--- src/rtl/ram_burst_master.sv ---
// Burst initiator for a single-port synchronous RAM: write bursts stream straight to the RAM,
// read bursts are pipelined through a 2-entry buffer so the 1-cycle read latency is hidden.
module ram_burst_master #(
  parameter int WIDTH = 8,
  parameter int DEPTH = 256,
  localparam int AW = $clog2(DEPTH)
) (
  input  logic             clk,
  input  logic             rst,
  input  logic             cmd_valid,
  output logic             cmd_ready,
  input  logic             cmd_write,
  input  logic [AW-1:0]    cmd_addr,
  input  logic [AW-1:0]    cmd_len,
  input  logic             wr_valid,
  output logic             wr_ready,
  input  logic [WIDTH-1:0] wr_data,
  output logic             rd_valid,
  input  logic             rd_ready,
  output logic [WIDTH-1:0] rd_data,
  output logic             rd_last,
  output logic             busy,
  output logic             done,
  output logic             ram_we,
  output logic [AW-1:0]    ram_addr,
  output logic [WIDTH-1:0] ram_wdata,
  input  logic [WIDTH-1:0] ram_rdata,
  output logic [1:0]       dbg_state
);

  // Handshakes: a transfer happens on a rising edge where valid && ready are both 1;
  // a source keeps valid and its payload stable until that edge.

  typedef enum logic [1:0] {IDLE, WRITE, READ} state_t;

  state_t           state_q, state_d;
  logic [AW-1:0]    addr_q;
  logic [AW-1:0]    remaining_q;
  logic [AW:0]      unissued_q;
  logic [AW-1:0]    last_addr_q;
  logic             inflight_q;
  logic             inflight_last_q;
  logic [WIDTH-1:0] buf_data [2];
  logic             buf_last [2];
  logic             rd_ptr_q;
  logic             wr_ptr_q;
  logic [1:0]       count_q;
  logic             done_q;

  logic             cmd_hs;
  logic             wr_hs;
  logic             pop;
  logic             push;
  logic             issue;
  logic             final_beat;
  logic [2:0]       occupancy;
  logic [2:0]       capacity;

  function automatic logic [AW-1:0] next_addr(input logic [AW-1:0] a);
    return (a == AW'(DEPTH - 1)) ? '0 : a + 1'b1;
  endfunction

  assign dbg_state = state_q;
  assign rd_valid  = (count_q != 2'd0);
  assign rd_data   = buf_data[rd_ptr_q];
  assign rd_last   = rd_valid && buf_last[rd_ptr_q];
  assign busy      = (state_q != IDLE) || (count_q != 2'd0);
  assign done      = done_q;

  assign pop    = rd_valid && rd_ready;
  assign push   = inflight_q;
  assign cmd_hs = cmd_valid && cmd_ready;
  assign wr_hs  = (state_q == WRITE) && wr_valid;

  // Credit counts buffered plus in-flight beats; a beat leaving this cycle frees a slot.
  assign occupancy = {1'b0, count_q} + {2'b00, inflight_q};
  assign capacity  = 3'd2 + {2'b00, pop};
  assign issue     = (state_q == READ) && (unissued_q != '0) && (occupancy < capacity);

  always_comb begin
    state_d    = state_q;
    cmd_ready  = 1'b0;
    wr_ready   = 1'b0;
    ram_we     = 1'b0;
    ram_wdata  = '0;
    ram_addr   = last_addr_q;
    final_beat = 1'b0;
    case (state_q)
      IDLE: begin
        cmd_ready = 1'b1;
        if (cmd_valid) state_d = cmd_write ? WRITE : READ;
      end
      WRITE: begin
        wr_ready  = 1'b1;
        ram_we    = wr_valid;
        ram_wdata = wr_data;
        ram_addr  = addr_q;
        if (wr_valid && (remaining_q == '0)) begin
          state_d    = IDLE;
          final_beat = 1'b1;
        end
      end
      READ: begin
        if (issue) ram_addr = addr_q;
        if (pop && rd_last) begin
          state_d    = IDLE;
          final_beat = 1'b1;
        end
      end
      default: state_d = IDLE;
    endcase
  end

  always_ff @(posedge clk or posedge rst) begin
    if (rst) begin
      state_q         <= IDLE;
      addr_q          <= '0;
      remaining_q     <= '0;
      unissued_q      <= '0;
      last_addr_q     <= '0;
      inflight_q      <= 1'b0;
      inflight_last_q <= 1'b0;
      done_q          <= 1'b0;
    end else begin
      state_q <= state_d;
      done_q  <= final_beat;
      if (cmd_hs) begin
        addr_q      <= cmd_addr;
        remaining_q <= cmd_len;
        unissued_q  <= {1'b0, cmd_len} + {{AW{1'b0}}, 1'b1};
      end else if (wr_hs) begin
        addr_q      <= next_addr(addr_q);
        remaining_q <= remaining_q - 1'b1;
      end else if (issue) begin
        addr_q     <= next_addr(addr_q);
        unissued_q <= unissued_q - 1'b1;
      end
      if (ram_we || issue) last_addr_q <= ram_addr;
      inflight_q      <= issue;
      inflight_last_q <= issue && (unissued_q == {{AW{1'b0}}, 1'b1});
    end
  end

  // Read-data buffer: RAM output lands here one edge after its address was issued.
  always_ff @(posedge clk or posedge rst) begin
    if (rst) begin
      buf_data[0] <= '0;
      buf_data[1] <= '0;
      buf_last[0] <= 1'b0;
      buf_last[1] <= 1'b0;
      rd_ptr_q    <= 1'b0;
      wr_ptr_q    <= 1'b0;
      count_q     <= 2'd0;
    end else begin
      if (push) begin
        buf_data[wr_ptr_q] <= ram_rdata;
        buf_last[wr_ptr_q] <= inflight_last_q;
        wr_ptr_q           <= ~wr_ptr_q;
      end
      if (pop) rd_ptr_q <= ~rd_ptr_q;
      count_q <= count_q + {1'b0, push} - {1'b0, pop};
    end
  end

endmodule
--- config.mk ---
export PLATFORM = sky130hd
export DESIGN_NAME = ram_burst_master
export DESIGN_NICKNAME = d
export VERILOG_FILES = /design/src/rtl/ram_burst_master.sv
export SDC_FILE = /design/constraint.sdc
export NUM_CORES = 1
export LEC_CHECK = 0
export ABC_CLOCK_PERIOD_IN_PS = 2710
export CAP_MARGIN = 40
export CORE_UTILIZATION = 40
export CTS_CLUSTER_DIAMETER = 200
export DETAILED_ROUTE_END_ITERATION = 12
export GPL_TIMING_DRIVEN = 0
export MAX_ROUTING_LAYER = met4
export PLACE_DENSITY = 0.69
export SLEW_MARGIN = 20
export SYNTH_ARGS = -nofsm -noshare
export SYNTH_HDL_FRONTEND = slang
export SYNTH_SLANG_ARGS = --single-unit
--- constraint.sdc ---
create_clock -name clk -period 2.71 [get_ports clk]
set_input_delay 0.542 -clock clk [delete_from_list [all_inputs] [get_ports clk]]
set_output_delay 0.542 -clock clk [all_outputs]
set_load 0.02 [all_outputs]
**Word-level counts from Yosys, hierarchy flattened**

Cells that the tools add are included.

- Bitwise operators: 4
- Mux-type cells: 35
- Eq/ne operators: 8
- Reduce and logical (&&, ||, !) cells: 22
- Magnitude comparators: 4
- $add $sub $neg: 8

Operators with widths:

| cell | count |
|---|---|
| $mux 8 | 12 |
| $mux 9 | 3 |
| $bwmux 16 | 1 |
| $pmux 8 s2 | 1 |
| $logic_and 1x1->1 | 10 |
| $add 8x1->9 const B | 1 |
| $eq 9x1->1 const B | 1 |
| $mux 1 | 9 |
| $reduce_bool 9->1 | 1 |
| $sub 9x1->9 const B | 1 |
| $add 8x1->8 const B | 1 |
| $demux 8 s1 | 1 |
| $eq 8x8->1 const B | 1 |
| $logic_not 8->1 | 1 |
| $mux 2 | 4 |
| $reduce_bool 2->1 | 4 |
| $sub 8x1->8 const B | 1 |
| $pmux 2 s3 | 1 |
| $ge 2x2->1 const B | 2 |
| $ne 2x1->1 const B | 2 |
| $ne 2x2->1 const B | 2 |
| $not 1->2 | 2 |
| $add 2x1->3 | 1 |
| $add 2x1->3 const A | 1 |
| 15 further kinds | 17 |

- Input bits: 38
- Output and inout bits: 33
- Register bits after elaboration: 60
- Logic and storage cells: 96

**Depth between registers and ports, before layout**

- Word-level depth: 8
- Mapped depth: 8
- Gate-level depth less buffers: 8

**Worst setup path before layout**

No wires, ideal clock.

- Kind: register to output
- From: register unissued_q[0]
- To: output port ram_addr[0]
- Data required time: 2.168 ns
- Path buffers: 0
- Cell stages (with the launch flop): 8
- Arrival time: 1.989 ns
- Slack: 0.179 ns
- Path through: dfrtp_1 -> inv_1 -> ha_1 -> or4b_1 -> o21ai_4 -> nor2_2 -> o21a_1 -> a22o_1

- Cells in the longest elaborated chain, start to end: 5

Ends and longest elaborated chain:

| element | RTL line | source |
|---|---|---|
| from (decl) | 39 | `logic [AW:0] unissued_q;` |
| from (signal assigned) | 130 | `unissued_q <= {1'b0, cmd_len} + {{AW{1'b0}}, 1'b1};` |
| from (signal assigned) | 136 | `unissued_q <= unissued_q - 1'b1;` |
| $reduce_bool 9->1 | 78 | `assign issue = (state_q == READ) && (unissued_q != '0) && (occupancy < capacity);` |
| $logic_and 1x1->1 (2 in series) | 78 |  |
| named net issue | 54 | `logic issue;` |
| $mux 8 | 104 | `if (issue) ram_addr = addr_q;` |
| $pmux 8 s2 | 88 | `case (state_q)` |
| to (decl) | 25 | `output logic [AW-1:0] ram_addr,` |

The timed path passes the listed nets, and every way through them passes these cells.

**Worst setup path in the final report**

Ends and elaborated chain as after synthesis.

==> metrics <==
worst hold path class=primary input to asynchronous set/reset pin; Mapped Cells=335; I/O pins=71; Core Area=between 8000 and 9000 um2; pin count of the biggest net entering global routing=47; Post-synth EDFFs=0; Distinct cells, synth=47; Synth Flop Type=dfrtp_1; Starting Density=41.2%; global route overflow=0; clock sinks=60; flop2flop setup slack=0.45 ns; Flop pwr share=between 20 and 30%; worst endpoint required time=~2.2 ns; failing checks=negative setup slack; DR iter-0 viols=69; Slew Viols, Final=0; Leak=1.96 nW; length in cells of the worst reg-to-reg path=8; register area share after synthesis=approximately 45%; ant diodes=0; clock buffer depth=2; switching part of the total=40.0%; Layout Area Growth over Synthesis=35.8%; met3 global-route usage=under 10%; synth top area cells=dfrtp_1 45%, mux2_2 8.7%, ha_1 4.8%; syn_nets=approximately 390; die area=8790 um2; Std-Cell Rows=33; fin crit share=102%; FF-to-FF End=unissued_q[5]; P per Cell Area=1240 nW/um2; first-pass GRT wire length=13200 um; WL final=between 7000 and 8000 um; crit path time final=2.78 ns; most frequent cells after synthesis=60 x dfrtp_1, 37 x nand2_1, 26 x mux2_2, 24 x nor2_1, 18 x o21ai_0; Multi-input gate area=1800 um2; count leader, synth=dfrtp_1; Clock Power Share=17.5%; status=finished, violations left; area share of the largest cell type after synthesis=44.6%; Slew HR=between 60% and 70%; initial antenna violation count=0; met1 Use GR=25.4%; crit path launch type=flop; GPL Wtd Cong=~0.84; layout cells sized above 1=18.9%; Die Width=between 90 and 100 um; Reg area=1500 um2; Final ANT Viol Nets=0; final setup violation count=8; clock latency on the worst-skew pair=0.33 ns; Synth Register Bits=60; maxcap violations=0; unrepaired setup endpoints after global routing=true; number of global-route vias before repair=2765; Comb power frac=52.5%; CTS HTree Levels=3; Vias/cell=5.29; Inst Count DP=511; Power, Total=roughly 5.7 mW; crit-path max FO=8; Tot GR Track Use=19.7%; clk_skew=approximately 0.0078 ns; post-synth top area cell=dfrtp_1; final setup margin=-0.0672 ns; TritonCTS clock tree=done; CP Capture Type=primary output; Arrival @ worst endpoint=2.24 ns; First-pass DRT Iterations=5; clk slew on worst S/H paths=~0.07 ns; PortBufs=70; async set-reset flop share out of synthesis=100%; internal power=3.40 mW; syn_area_per_cell=slightly above 10 um2; Syn Std Cell Area=approximately 3400 um2; DIE HEIGHT=93.8 um; Final Net Count=474; vias post-DR=2820; R2R Path Start=inflight_q; GR Util met2=31.3%; CTS Buf Count=9; gr busiest metal=met2; Ys Warns=0; HPWL Detailed=5690 um; Root Buffer=clkbuf_8; Worst-Margin Slew=slightly below 0.6 ns; Routed WL per cell=14.7 um; Max VDD drop=0.424 mV; Filler cells=734; Worst Setup Path Type=flop to primary output; Remaining DRCs=0; Final Non-Filler Cells=between 500 and 600; Switch Pwr=2.26 mW; final hold violations=0; # hold bufs at CTS=0; fmax=0.360 GHz
-- timing repair --
action	4_1_cts	5_1_grt
resized for setup	55	8
pin swaps	10	6
setup buffers	6	1
endpoints found under the setup margin	10	17
-- power by group through the flow --
stage	sequential [mW]	combinational, mW	clock (mW)
floorplan	1.59	1.92	0
global placement	1.64	2.77	0
detailed placement	1.67	2.84	0
CTS	1.69	2.95	1.02
global route	1.76	3.25	1.06
finish	1.70	2.98	0.994
-- sequential cells by signal, indices dropped and copies added (netlist names) --
signal	count
addr_q	8
buf_data	16
buf_last	2
count_q	2
dbg_state	2
done	1
inflight_last_q	1
inflight_q	1
last_addr_q	8
rd_ptr_q	1
remaining_q	8
unissued_q	9
wr_ptr_q	1
-- final cells by class --
type	count	share of cell area, %
plain buffers	10	1.09
clock inverters	7	2.71
clock buffers	9	2.71
repair buffers	78	17.3
multi-input cells	250	39.3
inverters	14	1.20
flip-flops and latches	60	32.8
well taps	105	2.87
-- worst max-delay path, cell delays in order (launching register included) --
cell     delay (ns)
dfrtp_1        0.40
inv_2          0.06
ha_1           0.13
or4b_4         0.47
o21ai_4        0.17
nor2_4         0.05
o21a_4         0.23
a22o_1         0.25
buf_6          0.13
-- per-stage QoR --
step / worst slack, ns / hold WS, ns / area (um2) / util, % / setup TNS (ns)
final: -0.0672 / 0.479 / 4570 / 56.0 / -0.429
after global routing: -0.141 / 0.481 / 4570 / 56.0 / -1.03
after CTS: -0.109 / 0.472 / 4540 / 55.5 / -0.776
after detailed placement: -0.697 / 0.479 / 4230 / 51.7 / -5.43
after global placement: -0.659 / 0.477 / 4200 / 51.4 / -29.29
after floorplan: 0.179 / 0.463 / 3370 / - / 0
-- routing by layer --
layer	part of all wire [%]	vias to the layer above
met3	4.2	12
met2	48	78
met1	47	1362
li1	-	1368
met4	1.4	0
met5	0	-
-- worst max-delay path by stage --
| stage | from | to | slack, ns | cells after the start |
|---|---|---|---|---|
| 2_1_floorplan | unissued_q[0] | ram_addr[0] | 0.18 | 7 |
| 3_3_place_gp | rd_ready | ram_addr[0] | -0.66 | 8 |
| 3_5_place_dp | rd_ready | ram_addr[0] | -0.70 | 8 |
| 4_1_cts | unissued_q[0] | ram_addr[7] | -0.11 | 8 |
| 5_1_grt | unissued_q[0] | ram_addr[1] | -0.14 | 8 |
| 6_report | unissued_q[0] | ram_addr[0] | -0.07 | 8 |
-- cells by family after synthesis --
kind of cell	after synthesis	synth area share, %
and+or+nand+nor	123	18.2
AOI/OAI and AO/OA	61	13.4
adders and majority gates	13	4.83
xor gates and xnor gates	22	5.72
muxes	31	10.2
DFF	60	44.6
buffers and inverters	25	3.12
-- layout by cell type (no fill, tap or decap), drive strengths merged, types with 5 or more instances in the layout --
cell           count
mux2i              5
and2              11
o21ai             21
clkbuf            17
nand2             37
nor2              25
nand3             14
a21oi              7
clkdlybuf4s50     61
buf               18
nor4               6
ha                13
inv               15
xnor2             15
xor2               7
nor3              10
a22o              16
mux2              26
dfrtp             60
(Power assumes the default switching activity.)
